**src/rtl/iob_clint_rtc_tick_pkg.sv**
```systemverilog
// Shared register map, control-bit positions and tick-source encoding for the
// CLINT real-time tick generator.
package iob_clint_rtc_tick_pkg;

    localparam int unsigned CTRL_ADDR = 0;
    localparam int unsigned DIV_ADDR  = 4;
    localparam int unsigned CNT_ADDR  = 8;

    localparam int unsigned EN_BIT  = 0;
    localparam int unsigned SRC_BIT = 1;

    typedef enum logic {
        SRC_EXT = 1'b0,
        SRC_INT = 1'b1
    } src_e;

    // Merge write data into a 32-bit register under a byte-enable mask.
    function automatic logic [31:0] apply_wstrb(input logic [31:0] old_v,
                                                input logic [31:0] new_v,
                                                input logic [3:0]  strb);
        logic [31:0] r;
        r = old_v;
        for (int b = 0; b < 4; b++) begin
            if (strb[b]) r[b*8 +: 8] = new_v[b*8 +: 8];
        end
        return r;
    endfunction

endpackage

```
**src/rtl/iob_clint_rtc_tick_if.sv**
```systemverilog
// IOb native register port between a bus master and the tick generator.
interface iob_clint_rtc_tick_if #(
    parameter int ADDR_W = 4,
    parameter int DATA_W = 32
);
    logic                  valid;
    logic [ADDR_W-1:0]     address;
    logic [DATA_W-1:0]     wdata;
    logic [DATA_W/8-1:0]   wstrb;
    logic [DATA_W-1:0]     rdata;
    logic                  ready;

    modport master (output valid, address, wdata, wstrb, input rdata, ready);
    modport slave  (input valid, address, wdata, wstrb, output rdata, ready);
endinterface

```
**src/rtl/iob_clint_rtc_sync.sv**
```systemverilog
// Three-flop synchronizer for the asynchronous rtc pin with rising-edge detect
// taken between the second and third stages.
module iob_clint_rtc_sync (
    input  logic clk,
    input  logic rst,
    input  logic in,
    output logic edge_o
);

    logic [2:0] sync_q;

    always_ff @(posedge clk) begin
        if (rst) sync_q <= '0;
        else     sync_q <= {sync_q[1:0], in};
    end

    assign edge_o = sync_q[1] & ~sync_q[2];

endmodule

```
**src/rtl/iob_clint_rtc_tick.sv**
```systemverilog
// Generates the clk-synchronous rtc_tick enable for CLINT mtime, from either the
// synchronized rtc pin or an internal clock divider, with an IOb register port.
module iob_clint_rtc_tick
    import iob_clint_rtc_tick_pkg::*;
#(
    parameter int               ADDR_W   = 4,
    parameter int               DATA_W   = 32,
    parameter int               FREQ     = 100000000,
    parameter int               RTC_FREQ = 32768,
    parameter logic [DATA_W-1:0] DIV_RST = DATA_W'(FREQ / RTC_FREQ),
    parameter bit               SRC_RST  = 1'b0
) (
    input  logic                 clk,
    input  logic                 rst,
    input  logic                 rtc,
    iob_clint_rtc_tick_if.slave  bus,
    output logic                 rtc_tick
);

    logic              en_q, en_d;
    src_e              src_q, src_d;
    logic [DATA_W-1:0] div_q, div_d;
    logic [DATA_W-1:0] cnt_q, cnt_d;
    logic [DATA_W-1:0] c_q, c_d;
    logic              tick_q, tick_d;
    logic              ready_q, ready_d;
    logic [DATA_W-1:0] rdata_q, rdata_d;

    logic              ext_edge;
    logic              wr, rd;
    logic              sel_ctrl, sel_div, sel_cnt;
    logic              div_wr, src_chg, run, wrap;
    logic [DATA_W-1:0] divm1;
    logic [DATA_W-1:0] ctrl_rd;

    iob_clint_rtc_sync u_sync (
        .clk    (clk),
        .rst    (rst),
        .in     (rtc),
        .edge_o (ext_edge)
    );

    always_comb begin
        wr       = bus.valid && (bus.wstrb != '0);
        rd       = bus.valid && (bus.wstrb == '0);
        sel_ctrl = (bus.address == ADDR_W'(CTRL_ADDR));
        sel_div  = (bus.address == ADDR_W'(DIV_ADDR));
        sel_cnt  = (bus.address == ADDR_W'(CNT_ADDR));

        en_d  = en_q;
        src_d = src_q;
        if (wr && sel_ctrl && bus.wstrb[0]) begin
            en_d  = bus.wdata[EN_BIT];
            src_d = bus.wdata[SRC_BIT] ? SRC_INT : SRC_EXT;
        end

        div_wr = wr && sel_div;
        div_d  = div_wr ? apply_wstrb(div_q, bus.wdata, bus.wstrb) : div_q;

        // Switching source clears the divider and masks the tick registered on
        // the same edge, so the old source cannot leak a glitch tick through.
        src_chg = wr && sel_ctrl && (src_d != src_q);

        // DIV=0 behaves as DIV=1: terminal count is 0, tick every cycle.
        divm1 = (div_q == '0) ? '0 : div_q - DATA_W'(1);
        run   = en_q && (src_q == SRC_INT);
        wrap  = run && (c_q == divm1);

        if (!run || wrap) c_d = '0;
        else              c_d = c_q + DATA_W'(1);
        if (div_wr || src_chg) c_d = '0;

        tick_d = 1'b0;
        if (en_q && !src_chg) tick_d = (src_q == SRC_EXT) ? ext_edge : wrap;

        cnt_d = cnt_q + DATA_W'(tick_d);
        if (wr && sel_cnt) cnt_d = '0;

        ctrl_rd          = '0;
        ctrl_rd[EN_BIT]  = en_q;
        ctrl_rd[SRC_BIT] = (src_q == SRC_INT);

        ready_d = bus.valid;
        rdata_d = '0;
        if (rd) begin
            if (sel_ctrl)     rdata_d = ctrl_rd;
            else if (sel_div) rdata_d = div_q;
            else if (sel_cnt) rdata_d = cnt_q;
        end
    end

    always_ff @(posedge clk) begin
        if (rst) begin
            en_q    <= 1'b1;
            src_q   <= SRC_RST ? SRC_INT : SRC_EXT;
            div_q   <= DIV_RST;
            cnt_q   <= '0;
            c_q     <= '0;
            tick_q  <= 1'b0;
            ready_q <= 1'b0;
            rdata_q <= '0;
        end else begin
            en_q    <= en_d;
            src_q   <= src_d;
            div_q   <= div_d;
            cnt_q   <= cnt_d;
            c_q     <= c_d;
            tick_q  <= tick_d;
            ready_q <= ready_d;
            rdata_q <= rdata_d;
        end
    end

    assign bus.ready = ready_q;
    assign bus.rdata = rdata_q;
    assign rtc_tick  = tick_q;

endmodule

```
**src/flat_wrapper.sv**
```systemverilog
// flat-port wrapper written by rule: the top's interface ports become plain ports
module iob_clint_rtc_tick_flat import iob_clint_rtc_tick_pkg::*;
#(
    parameter int               ADDR_W   = 4,
    parameter int               DATA_W   = 32,
    parameter int               FREQ     = 100000000,
    parameter int               RTC_FREQ = 32768,
    parameter logic [DATA_W-1:0] DIV_RST = DATA_W'(FREQ / RTC_FREQ),
    parameter bit               SRC_RST  = 1'b0
)
  (clk, rst, rtc, rtc_tick, bus_valid, bus_address, bus_wdata, bus_wstrb, bus_rdata, bus_ready);
  iob_clint_rtc_tick_if #(.ADDR_W(ADDR_W), .DATA_W(DATA_W)) bus_i ();
  input  logic clk;
  input  logic rst;
  input  logic rtc;
  output logic rtc_tick;
  input wire logic [$bits(bus_i.valid)-1:0] bus_valid;
  input wire logic [$bits(bus_i.address)-1:0] bus_address;
  input wire logic [$bits(bus_i.wdata)-1:0] bus_wdata;
  input wire logic [$bits(bus_i.wstrb)-1:0] bus_wstrb;
  output wire logic [$bits(bus_i.rdata)-1:0] bus_rdata;
  output wire logic [$bits(bus_i.ready)-1:0] bus_ready;
  assign bus_i.valid = bus_valid;
  assign bus_i.address = bus_address;
  assign bus_i.wdata = bus_wdata;
  assign bus_i.wstrb = bus_wstrb;
  assign bus_rdata = bus_i.rdata;
  assign bus_ready = bus_i.ready;
  iob_clint_rtc_tick #(.ADDR_W(ADDR_W), .DATA_W(DATA_W), .FREQ(FREQ), .RTC_FREQ(RTC_FREQ), .DIV_RST(DIV_RST), .SRC_RST(SRC_RST)) u_core (.clk(clk), .rst(rst), .rtc(rtc), .bus(bus_i), .rtc_tick(rtc_tick));
endmodule
```
**config.mk**
```make
export PLATFORM = sky130hd
export DESIGN_NAME = iob_clint_rtc_tick_flat
export DESIGN_NICKNAME = d
export VERILOG_FILES = /design/src/rtl/iob_clint_rtc_tick_pkg.sv /design/src/rtl/iob_clint_rtc_tick_if.sv /design/src/rtl/iob_clint_rtc_sync.sv /design/src/rtl/iob_clint_rtc_tick.sv /design/src/flat_wrapper.sv
export SDC_FILE = /design/constraint.sdc
export NUM_CORES = 1
export LEC_CHECK = 0
export BUFFER_PORTS_ARGS = -buffer_cell sky130_fd_sc_hd__buf_4
export CORE_MARGIN = 3
export CORE_UTILIZATION = 63
export DETAILED_ROUTE_END_ITERATION = 8
export MAX_ROUTING_LAYER = met4
export PLACE_DENSITY = 0.85
export SLEW_MARGIN = 0
export SYNTH_ARGS = -nofsm -noshare
export SYNTH_HDL_FRONTEND = slang
export SYNTH_SLANG_ARGS = --single-unit
```
**constraint.sdc**
```tcl
create_clock -name clk -period 8.44 [get_ports clk]
set_input_delay 0.844 -clock clk [delete_from_list [all_inputs] [get_ports clk]]
set_output_delay 0.844 -clock clk [all_outputs]
set_load 0.01 [all_outputs]
```
Yosys cells after proc, flatten, opt, wreduce, memory -nomap -nowiden:

Index checks and enable logic that the tools add are counted.

* bitwise operators: 3
* reduce and logical (&&, ||, !) cells: 26
* equal/unequal tests: 4
* add/subtract/negate cells: 3
* multiplexer cells: 8

Operators by type and width (number)
* 32-bit two-way mux: 3
* 32-bit by 1-bit adder with 32-bit output: 1
* 32-bit by 1-bit adder with 32-bit output, second input constant: 1
* 32-bit equality test: 1
* 32-bit logical NOT: 1
* 32-bit by 1-bit subtractor with 32-bit output, second input constant: 1
* 1-bit logical AND: 10
* 4-bit logical NOT: 2
* 2-bit AND reduction: 4
* 3-bit OR reduction: 2
* 4-bit by 3-bit equality test with 1-bit output, second input constant: 1
* 4-bit equality test, second input constant: 1
* 1-bit two-way mux: 4
* 4-bit nonzero test: 1
* 2-bit OR reduction: 2
* 1-bit logical NOT: 2
* 1-bit logical OR: 2
* 2-bit two-way mux: 1
* 1-bit inverter: 2
* 1-bit bitwise AND: 1
* 1-bit != test: 1

* input port bits: 44
* output and inout port bits: 34
* logic and storage cells: 57
* flip-flop bits (word level): 135

Logic depth before layout (Yosys ltp):

Gate-level depths: netlist of run 1.

* word-level depth: 11
* mapped depth: 23
* gate-level depth less buffers: 19

By module:

From an unflattened synthesis of run 1, not the netlist that was laid out.

* cell total of the unflattened synthesis: 863
* area, all modules: 7263.2 um^2

Modules (own cells, without submodules)
* iob_clint_rtc_tick: times used 1, area each 7175.6 um^2, seq. area each 2642.5 um^2, cells each 856
* iob_clint_rtc_sync: times used 1, area each 87.6 um^2, seq. area each 60.1 um^2, cells each 7

Worst setup path after synthesis of run 1:

Ideal clock, no wire load.

* kind: reg2reg
* start point: reg u_core.div_q[0]
* end point: reg u_core.cnt_q[31]
* data arrival time: 4.442 ns
* required time: 8.370 ns
* period minus slack after synthesis: 4.512 ns
* path slack: 3.928 ns
* setup time: 0.070 ns
* buffers on the path: 3
* cell stages (with the launch flop): 22
* cells stage by stage: dfxtp_1 clkbuf_1 inv_1 ha_1 clkbuf_1 nand2b_1 or3_1 buf_6 or4_1 a32oi_1 nand4_1 nor4_2 nand4_1 o21ai_1 ha_1 and3_1 nand3_1 inv_1 nand3_1 or4_1 or3_1 a21oi_1

* cells in the longest elaborated chain, start to end: 7
* elaborated cells between the ends (all ways): 8
* those cells by class: add/sub (2); eq/ne (1); mux (3); reduce/logical (2)

RTL lines
* start, declared: line iob_clint_rtc_tick.sv:22 `logic [DATA_W-1:0] div_q, div_d;`
* start signal, assigned: line iob_clint_rtc_tick.sv:105 `div_q <= div_d;`
* 32-bit by 1-bit subtractor with 32-bit output or 32-bit logical NOT (tied branches): line iob_clint_rtc_tick.sv:65 `divm1 = (div_q == '0) ? '0 : div_q - DATA_W'(1);`
* 32-bit two-way mux *: line iob_clint_rtc_tick.sv:65
* 32-bit equality test *: line iob_clint_rtc_tick.sv:67 `wrap = run && (c_q == divm1);`
* 1-bit logical AND *: line iob_clint_rtc_tick.sv:67
* 1-bit two-way mux * (2 in series): line iob_clint_rtc_tick.sv:74 `if (en_q && !src_chg) tick_d = (src_q == SRC_EXT) ? ext_edge : wrap;`
* net u_core.tick_d: line iob_clint_rtc_tick.sv:25 `logic tick_q, tick_d;`
* 32-bit by 1-bit adder with 32-bit output *: line iob_clint_rtc_tick.sv:76 `cnt_d = cnt_q + DATA_W'(tick_d);`
* end signal, assigned: line iob_clint_rtc_tick.sv:106 `cnt_q <= cnt_d;`
* end, declared: line iob_clint_rtc_tick.sv:23 `logic [DATA_W-1:0] cnt_q, cnt_d;`

The timed path passes the listed nets; every way through them passes the cells marked *.
A chain may end at the register's enable or synchronous reset.

Worst setup path after layout of run 1:

* start point: reg u_core.div_q[26]
* end point: reg u_core.cnt_q[31]

The elaborated chain is that of the path after synthesis.

==> results of run 1 <==
==> cell usage after synthesis, drive strengths merged, types with 5 or more instances <==
| cell | count | area share [%] |
|---|---|---|
| o21ai | 19 | 1.6 |
| nand4 | 18 | 1.8 |
| mux2i | 20 | 2.9 |
| or4 | 13 | 1.6 |
| xnor2 | 37 | 4.7 |
| nand3 | 34 | 2.5 |
| a22oi | 30 | 3.3 |
| buf | 12 | 1.3 |
| nand3b | 11 | 1.2 |
| a21oi | 23 | 1.7 |
| a31oi | 5 | 0.45 |
| dfxtp | 135 | 39 |
| nor2b | 12 | 1.1 |
| or3 | 14 | 1.3 |
| nor3 | 20 | 1.7 |
| nor4 | 23 | 2.3 |
| clkbuf | 37 | 2.0 |
| nand2 | 72 | 3.9 |
| and3 | 23 | 2.1 |
| inv | 14 | 0.76 |
| xor2 | 46 | 5.8 |
| nor2 | 133 | 8.3 |
==> worst max-delay path: stages (launching register included) <==
cell and delay (ns):
dfxtp_1 0.40, nor4_1 0.93, nand3_2 0.33, nor3_4 0.57
nor2_1 0.07, mux2_1 0.30, a2111oi_1 0.34, nand4_1 0.26
o21ai_1 0.32, ha_1 0.24, and3_1 0.16, nand3_1 0.11
inv_1 0.15, nand3_1 0.21, or4_1 0.54, or3_1 0.38
a21oi_1 0.16
==> power groups by stage <==
stage | registers [mW] | logic, mW | clock network, mW
after floorplan | 0.656 | 0.0255 | 0
after global placement | 0.658 | 0.0473 | 0
after detailed placement | 0.658 | 0.0475 | 0
after CTS | 0.644 | 0.0481 | 0.687
after global routing | 0.644 | 0.0528 | 0.720
final | 0.644 | 0.0486 | 0.684
==> cell usage in the layout, fill, tap and decap left out, types with 4 or more instances in the layout <==
cell       synthesis  final
nand3b_1          11     11
o21a_1             4      4
nand4_1           16     16
xnor2_1           37     37
and3_1            23     23
a22oi_1           30     30
nor3_1            18     18
buf_4              0     78
xor2_1            46     46
a31oi_1            5      5
a21oi_1           23     23
clkbuf_16          0     16
nand3_1           33     33
mux2i_1           20     20
nand2_1           72     72
nor2_1           103    103
or4_1             10     10
inv_1             14     14
nor2b_1           12     12
ha_1               4      4
nor2_2            30     30
nor4_1            21     20
dfxtp_1          135    135
and4_1             4      4
or3_1             14     14
o21ai_0           15     15
clkinv_4           0      4
==> routing by layer <==
layer  track usage, %  wire (µm)  vias to the layer above
met2            49.96       9004                      241
li1                 -          -                     2971
met1            40.11       8087                     2966
met3            6.740       1245                       51
met5                -          0                        -
met4            14.61        611                        0
==> sequential cells by signal (all words and copies together) (netlist names) <==
signal,cells
u_core.bus.rdata,32
u_core.bus.ready,1
u_core.c_q,32
u_core.cnt_q,32
u_core.div_q,32
u_core.en_q,1
u_core.rtc_tick,1
u_core.src_q,1
u_core.u_sync.sync_q,3
==> kinds of logic after synthesis <==
kind of cell	synth area share [%]
simple gates	30.25
flops	39.19
compound gates	11.63
xor+xnor	10.87
buf+inv	4.101
mux	3.230
fa+ha+maj	0.7259
==> worst paths after layout <==
kind	to	cells past startpoint	start	slack [ns]
setup / recovery	u_core.cnt_q[31]$_SDFF_PP0_	16	u_core.div_q[26]$_SDFFE_PP0P_	2.87
hold / removal	u_core.u_sync.sync_q[1]$_SDFF_PP0_	1	u_core.u_sync.sync_q[0]$_SDFF_PP0_	0.48
setup reg to reg	u_core.cnt_q[31]$_SDFF_PP0_	16	u_core.div_q[26]$_SDFFE_PP0P_	2.87
hold reg to reg	u_core.u_sync.sync_q[1]$_SDFF_PP0_	1	u_core.u_sync.sync_q[0]$_SDFF_PP0_	0.48
==> final cells by class <==
class                   count  area share, %
inverters                  14         0.6592
well taps                 136          2.135
flip-flops and latches    135          33.90
multi-input cells         618          49.13
clock inverters            10          1.240
repair buffers             78          7.346
clock buffers              20          5.588
==> metrics by stage <==
step | std cells | utilization [%]
after CTS | 1011 | 76.19
after global placement | 981 | 70.99
after global routing | 1011 | 76.19
final | 1011 | 76.19
after detailed placement | 981 | 70.99
after floorplan | 816 | -
==> results.yml, run 1 <==
timing:
  setup_viol: 0
  rsz0062_at_grt: "no"
  drv_slew: 0
  min_period_ns: 5.566
  max_freq_ghz: 0.1797
  finalHoldWorstSlack_ns: 0.4841
  slew_headroom_pct: 20.94
  finalHoldViolations: 0
  worst_slack_ns: 2.874
  fin_crit_sh_pct: 65.95
  tightest_slew_ns: 1.181
  tns_ns: 0
  fin_skew_ns: 0.01460
synthesis:
  synthCells: 816
  synthFlopType: "dfxtp_1"
  syn-cell-area_mm2: 0.006895
  async_flop_share_pct: 0
  synth_seq_cells: 135
  synth-edff-count: 0
  ys_types: 73
  yosysWarnings: 0
  synth_area_per_cell_um2: 8.450
  synth_nets: 864
  synth.yosys.seq_area_share_pct: 39.19
finish:
  multiInputGateArea_mm2: 0.003916
  fillers: 738
  seq_area_mm2: 0.002703
  drive_gt1_share_pct: 18.17
  antenna_cells: 0
  nNetsFinal: 912
  area_delta_synth_final_pct: 15.61
  post-route-cell-area_mm2: 0.007971
clock_network:
  ctsHtreeMaxLevel: 4
  postCtsSetupRepairBufs: 0
  cts-root-buf: "clkbuf_8"
  clk-insertion-delay-late_ns: 0.55
  path_clk_slew_ns: 0.06
  clk_path_buf_depth: 2
  clkSinkCount: 135
  cts_made_buffers: 17
  cts_tree: "done"
  cts_hold_buf: 0
  cts-resized-gates: 0
grt:
  grt_pass1_vias: 6107
  grt_max_degree: 42
  grtUsageTotal_pct: 32.07
  overflow: 0
  grt_pass1_wl_mm: 30.88
  antenna_found_initial: 0
power:
  pwr-share-clk_pct: 49.7
  cellLeakagePower_nw: 2.985
  power_mw: 1.377
  power_frac_comb_pct: 3.5
  peakVddDrop_uv: 216.5
  seqPwrFrac_pct: 46.8
  power.switching_mw: 0.3098
  p_int_mw: 1.067
  swShare_pct: 22.50
  p_per_area_mw_per_mm2: 172.7
die:
  core_mm2: 0.01046
  rows: 37
  die_h_um: 110.6
  fp.dieArea_mm2: 0.01224
  start_util_pct: 65.91
  io_pins: 78
  dieWidth_um: 110.6
routing:
  drt_pass1_iterations: 7
  via_per_inst: 6.161
  ant_nets: 0
  drc: 0
  drt_wl_total_mm: 18.95
  vias: 6229
  drtIter0Drc: 460
  wl_per_cell_um: 18.74
run_status:
  status: "complete, no violations"
placed_design:
  dp_slack_ns: 3.039
  place_area_mm2: 0.007427
  io_buffers: 77
  hpwl_mm: 13.83
  gp_congestion: 0.9637
setup_path:
  crit_type: "register to register"
  worstPathRequired_ns: 8.92
  cp_max_fo: 15
  crit_path_end_kind: "register"
  cp.arrival_ns: 6.04
  crit_path_start_kind: "register"
run:
  drv_cap: 0
worst_hold_path:
  hp-class: "register to register"
Power figures use the tool's default switching activity.
==> run 2, diff against run 1 <==
Settings changed: CORE_UTILIZATION 63 to 59, PLACE_DENSITY 0.85 to 0.8.
Clock period 8.44 ns to 5.19 ns, I/O delays scaled along.
==> results.yml, run 2 (synthesis gave the netlist of run 1 again) <==
run_status:
  status: "complete, no violations"
run:
  drv_cap: 0
routing:
  drc: 0
  drt_pass1_iterations: 5
  ant_nets: 0
  drt_wl_total_mm: 20.32
  via_per_inst: 6.151
  vias: 6403
  drtIter0Drc: 581
  wl_per_cell_um: 19.52
timing:
  max_freq_ghz: 0.2069
  slew_headroom_pct: 19.30
  drv_slew: 0
  tns_ns: 0
  worst_slack_ns: 0.3567
  min_period_ns: 4.833
  tightest_slew_ns: 1.210
  fin_crit_sh_pct: 93.13
  rsz0062_at_grt: "no"
  fin_skew_ns: 0.01031
  finalHoldViolations: 0
  setup_viol: 0
die:
  core_mm2: 0.01113
  fp.dieArea_mm2: 0.01302
  rows: 38
  start_util_pct: 61.98
  io_pins: 78
  die_h_um: 114.1
  dieWidth_um: 114.1
setup_path:
  critPathTopFamily: "simple AND/OR/NAND/NOR gates"
  cp.arrival_ns: 5.19
  crit_type: "register to register"
  cp_num_buf_inv: 1
  reg2reg_slack_ns: 0.36
  worstPathRequired_ns: 5.54
  crit_path_start_kind: "register"
  cpMaxStageDelayCell: "or4_4"
  slowest_delay_ns: 0.58
  crit_path_end_kind: "register"
  r2r-start: "u_core.div_q[3]$_SDFFE_PP1P_"
  crit_chain: "or4_4 > or4_4 > nor4_1 > xnor2_1 > nor3_1 > a2111oi_2 > nand4_1 > o21ai_2 > ha_1 > and3_1 > nand3_1 > inv_1 > nand3_1 > or4_1 > or3_1 > a21oi_1"
  cp_max_fo: 7
  critPathLaunch: "u_core.div_q[3]$_SDFFE_PP1P_"
finish:
  drive_gt1_share_pct: 20.98
  antenna_cells: 0
  nNetsFinal: 936
  area_delta_synth_final_pct: 18.80
  final_cell_mix: "dfxtp_1, nor2_1, buf_4"
  final_common_cell: "dfxtp_1"
grt:
  grtUsageTotal_pct: 33.04
  grt_max_degree: 42
  overflow: 0
  grt_pass1_vias: 6269
  antenna_found_initial: 0
  grt_pass1_wl_mm: 32.72
clock_network:
  cts-root-buf: "clkbuf_16"
  ctsHtreeMaxLevel: 4
  cts_made_buffers: 17
  path_clk_slew_ns: 0.06
  cts_tree: "done"
  cts_hold_buf: 0
  clk_path_buf_depth: 2
  clk-insertion-delay-late_ns: 0.43
  clkSinkCount: 135
power:
  peakVddDrop_uv: 317.2
  p_per_area_mw_per_mm2: 276.9
  cellLeakagePower_nw: 3.107
worst_hold_path:
  hp-class: "primary input to register"
  hold_path.startpoint: "bus_wdata[11]"
placed_design:
  hpwl_mm: 14.87
  dp_slack_ns: 0.1390
  gp_congestion: 1.006
  io_buffers: 77
-- run 2: final timing paths --
check / to / cells after the start
worst min-delay path: u_core.div_q[11]$_SDFFE_PP1P_ / 3
worst min register to register: u_core.u_sync.sync_q[2]$_SDFF_PP0_ / 1
worst max-delay path: u_core.cnt_q[31]$_SDFF_PP0_ / 16
worst max register to register: u_core.cnt_q[31]$_SDFF_PP0_ / 16
-- run 2: where the power goes --
part | internal [mW] | switching (mW)
logic | 0.0393 | 0.0453
registers | 1.04 | 0.00508
clock network | 0.662 | 0.476
-- run 2: repair_timing --
item                       CTS  global route
buffers inserted             0             1
resized for setup            0             5
setup endpoints to repair    0            11
-- run 2: layer usage --
metal | vias up | track usage, % | share of wire, %
met5 | - | - | 0
met4 | 0 | 11.72 | 2.7
met3 | 50 | 7.135 | 7.1
met2 | 277 | 52.07 | 48
met1 | 3062 | 42.09 | 42
li1 | 3014 | - | -
-- run 2: worst register-to-register path: stages, from the launching register on --
cell,delay (ns)
dfxtp_1,0.39
or4_4,0.58
or4_4,0.53
nor4_1,0.31
xnor2_1,0.21
nor3_1,0.09
a2111oi_2,0.38
nand4_1,0.22
o21ai_2,0.27
ha_1,0.23
and3_1,0.17
nand3_1,0.12
inv_1,0.16
nand3_1,0.11
or4_1,0.49
or3_1,0.37
a21oi_1,0.14
-- run 2: area by class of cell --
cell class                 instances  area (µm²)
clock buffer                      19       432.9
clock inverter                    13       121.4
fill                             843        2934
inverter                          14       52.55
multi-input combinational        618        3941
sequential                       135        2703
tap                              140       175.2
timing repair buffer             102       765.7
-- run 2: stage by stage --
| stage | utilization (%) | total power, mW | hold slack, ns | std cells | cell area (µm²) |
|---|---|---|---|---|---|
| 2_1_floorplan | - | 1.108 | 0.4138 | 816 | 6895 |
| 3_3_place_gp | 68.35 | 1.150 | 0.4457 | 1008 | 7605 |
| 6_report | 73.63 | 2.268 | 0.3016 | 1041 | 8192 |
| 5_1_grt | 73.63 | 2.326 | 0.2976 | 1041 | 8192 |
| 4_1_cts | 73.34 | 2.274 | 0.2932 | 1040 | 8159 |
| 3_5_place_dp | 68.35 | 1.151 | 0.4668 | 1008 | 7605 |
==> run 3, diff against run 2 <==
Settings changed: CTS_BUF_LIST set to sky130_fd_sc_hd__clkbuf_16.
==> results.yml, run 3 (synthesis gave the netlist of run 1 again) <==
finish:
  antenna_cells: 0
  drive_gt1_share_pct: 20.98
  post-route-util_pct: 73.63
  area_delta_synth_final_pct: 18.80
  final_common_cell: "dfxtp_1"
  nNetsFinal: 936
  final_cell_mix: "dfxtp_1, nor2_1, buf_4"
  fillers: 843
clock_network:
  cts_made_buffers: 17
  clkSinkCount: 135
  path_clk_slew_ns: 0.06
  ctsHtreeMaxLevel: 4
  clk-insertion-delay-late_ns: 0.42
  clk_path_buf_depth: 2
  cts_hold_buf: 0
  cts_tree: "done"
  cts-root-buf: "clkbuf_16"
timing:
  fin_skew_ns: 0.009629
  finalHoldWorstSlack_ns: 0.3046
  finalHoldViolations: 0
  max_freq_ghz: 0.2085
  min_period_ns: 4.796
  tns_ns: 0
  rsz0062_at_grt: "no"
  setup_viol: 0
  slew_headroom_pct: 18.16
  fin_crit_sh_pct: 92.40
  drv_slew: 0
  tightest_slew_ns: 1.228
setup_path:
  cp.arrival_ns: 5.15
  r2r-start: "u_core.div_q[3]$_SDFFE_PP1P_"
  crit_path_end_kind: "register"
  cp_max_fo: 7
  worstPathRequired_ns: 5.54
  crit_type: "register to register"
  critPathLaunch: "u_core.div_q[3]$_SDFFE_PP1P_"
  rr_endpoint: "u_core.cnt_q[31]$_SDFF_PP0_"
  r2r_cells: 16
  crit_path_start_kind: "register"
  critPathCapture: "u_core.cnt_q[31]$_SDFF_PP0_"
  reg2reg_slack_ns: 0.39
die:
  core_mm2: 0.01113
  dieWidth_um: 114.1
  die_h_um: 114.1
  start_util_pct: 61.98
  rows: 38
  fp.dieArea_mm2: 0.01302
  io_pins: 78
power:
  pwr-share-clk_pct: 50.0
  p_per_area_mw_per_mm2: 276.1
  seqPwrFrac_pct: 46.2
  peakVddDrop_uv: 317.2
  swShare_pct: 23.16
  p_int_mw: 1.738
  power_frac_comb_pct: 3.7
  cellLeakagePower_nw: 3.115
  power.switching_mw: 0.5238
grt:
  overflow: 0
  grt_pass1_wl_mm: 32.75
  grt_max_degree: 42
  grtUsageTotal_pct: 33.07
  grt_pass1_vias: 6266
  antenna_found_initial: 0
routing:
  drc: 0
  vias: 6388
  drtIter0Drc: 585
  via_per_inst: 6.136
  wl_per_cell_um: 19.48
  ant_nets: 0
  drt_pass1_iterations: 6
  drt_wl_total_mm: 20.28
worst_hold_path:
  hp-class: "primary input to register"
placed_design:
  gp_congestion: 1.006
  io_buffers: 77
  hpwl_mm: 14.87
run:
  drv_cap: 0
run_status:
  status: "complete, no violations"
-- run 3: cell types whose count changed in the layout (fill, tap and decap cells not counted), sizes merged --
cell,before,now
inv,18,20
clkbuf,19,17
-- run 3: worst min-delay path by stage --
stage / startpoint / end / slack (ns) / cells after the start
after floorplan: u_core.u_sync.sync_q[0]$_SDFF_PP0_ / u_core.u_sync.sync_q[1]$_SDFF_PP0_ / 0.41 / 1
after global placement: u_core.u_sync.sync_q[1]$_SDFF_PP0_ / u_core.u_sync.sync_q[2]$_SDFF_PP0_ / 0.45 / 1
after detailed placement: u_core.u_sync.sync_q[1]$_SDFF_PP0_ / u_core.u_sync.sync_q[2]$_SDFF_PP0_ / 0.47 / 1
after CTS: bus_wdata[11] / u_core.div_q[11]$_SDFFE_PP1P_ / 0.29 / 3
after global routing: bus_wdata[11] / u_core.div_q[11]$_SDFFE_PP1P_ / 0.30 / 3
final: bus_wdata[11] / u_core.div_q[11]$_SDFFE_PP1P_ / 0.30 / 3
-- run 3: per-layer routing --
| layer | vias up | part of all wire, % | track usage (%) |
|---|---|---|---|
| li1 | 3012 | - | - |
| met1 | 3073 | 43 | 42.19 |
| met2 | 256 | 48 | 52.03 |
| met3 | 47 | 6.4 | 7.135 |
| met4 | 0 | 2.4 | 11.72 |
| met5 | - | 0 | - |
-- run 3: cell type report --
cell class                 instances  area, µm²  area share [%]
multi-input combinational        618       3941           48.11
clock inverter                    15      128.9           1.573
timing repair buffer             102      765.7           9.348
tap                              140      175.2           2.138
clock buffer                      17      425.4           5.193
inverter                          14      52.55          0.6415
sequential                       135       2703           32.99
-- run 3: timing repair --
item	CTS	global route
setup buffers	0	1
resized for setup	0	5
setup endpoints to repair	0	11
-- run 3: through the flow --
stage          area [µm²]  cells  setup WS, ns  power (mW)
4_1_cts              8159   1040        0.1455       2.271
3_3_place_gp         7605   1008        0.2970       1.150
2_1_floorplan        6895    816        0.6781       1.108
3_5_place_dp         7605   1008        0.1390       1.151
5_1_grt              8192   1041       0.07617       2.324
6_report             8192   1041        0.3942       2.262
-- run 3: critical path, cell delays in order (launching register included) --
cell	delay, ns
dfxtp_1	0.39
or4_4	0.58
or4_4	0.53
nor4_1	0.30
xnor2_1	0.21
nor3_1	0.09
a2111oi_2	0.38
nand4_1	0.22
o21ai_2	0.25
ha_1	0.22
and3_1	0.17
nand3_1	0.12
inv_1	0.16
nand3_1	0.11
or4_1	0.50
or3_1	0.37
a21oi_1	0.14
-- run 3: power by group through the flow --
stage                     clock network (mW)  logic (mW)  registers (mW)
after global placement                     0      0.0816            1.07
after detailed placement                   0      0.0827            1.07
after CTS                               1.14      0.0831            1.05
final                                   1.13      0.0845            1.05
after global routing                    1.19      0.0911            1.05
after floorplan                            0      0.0415            1.07
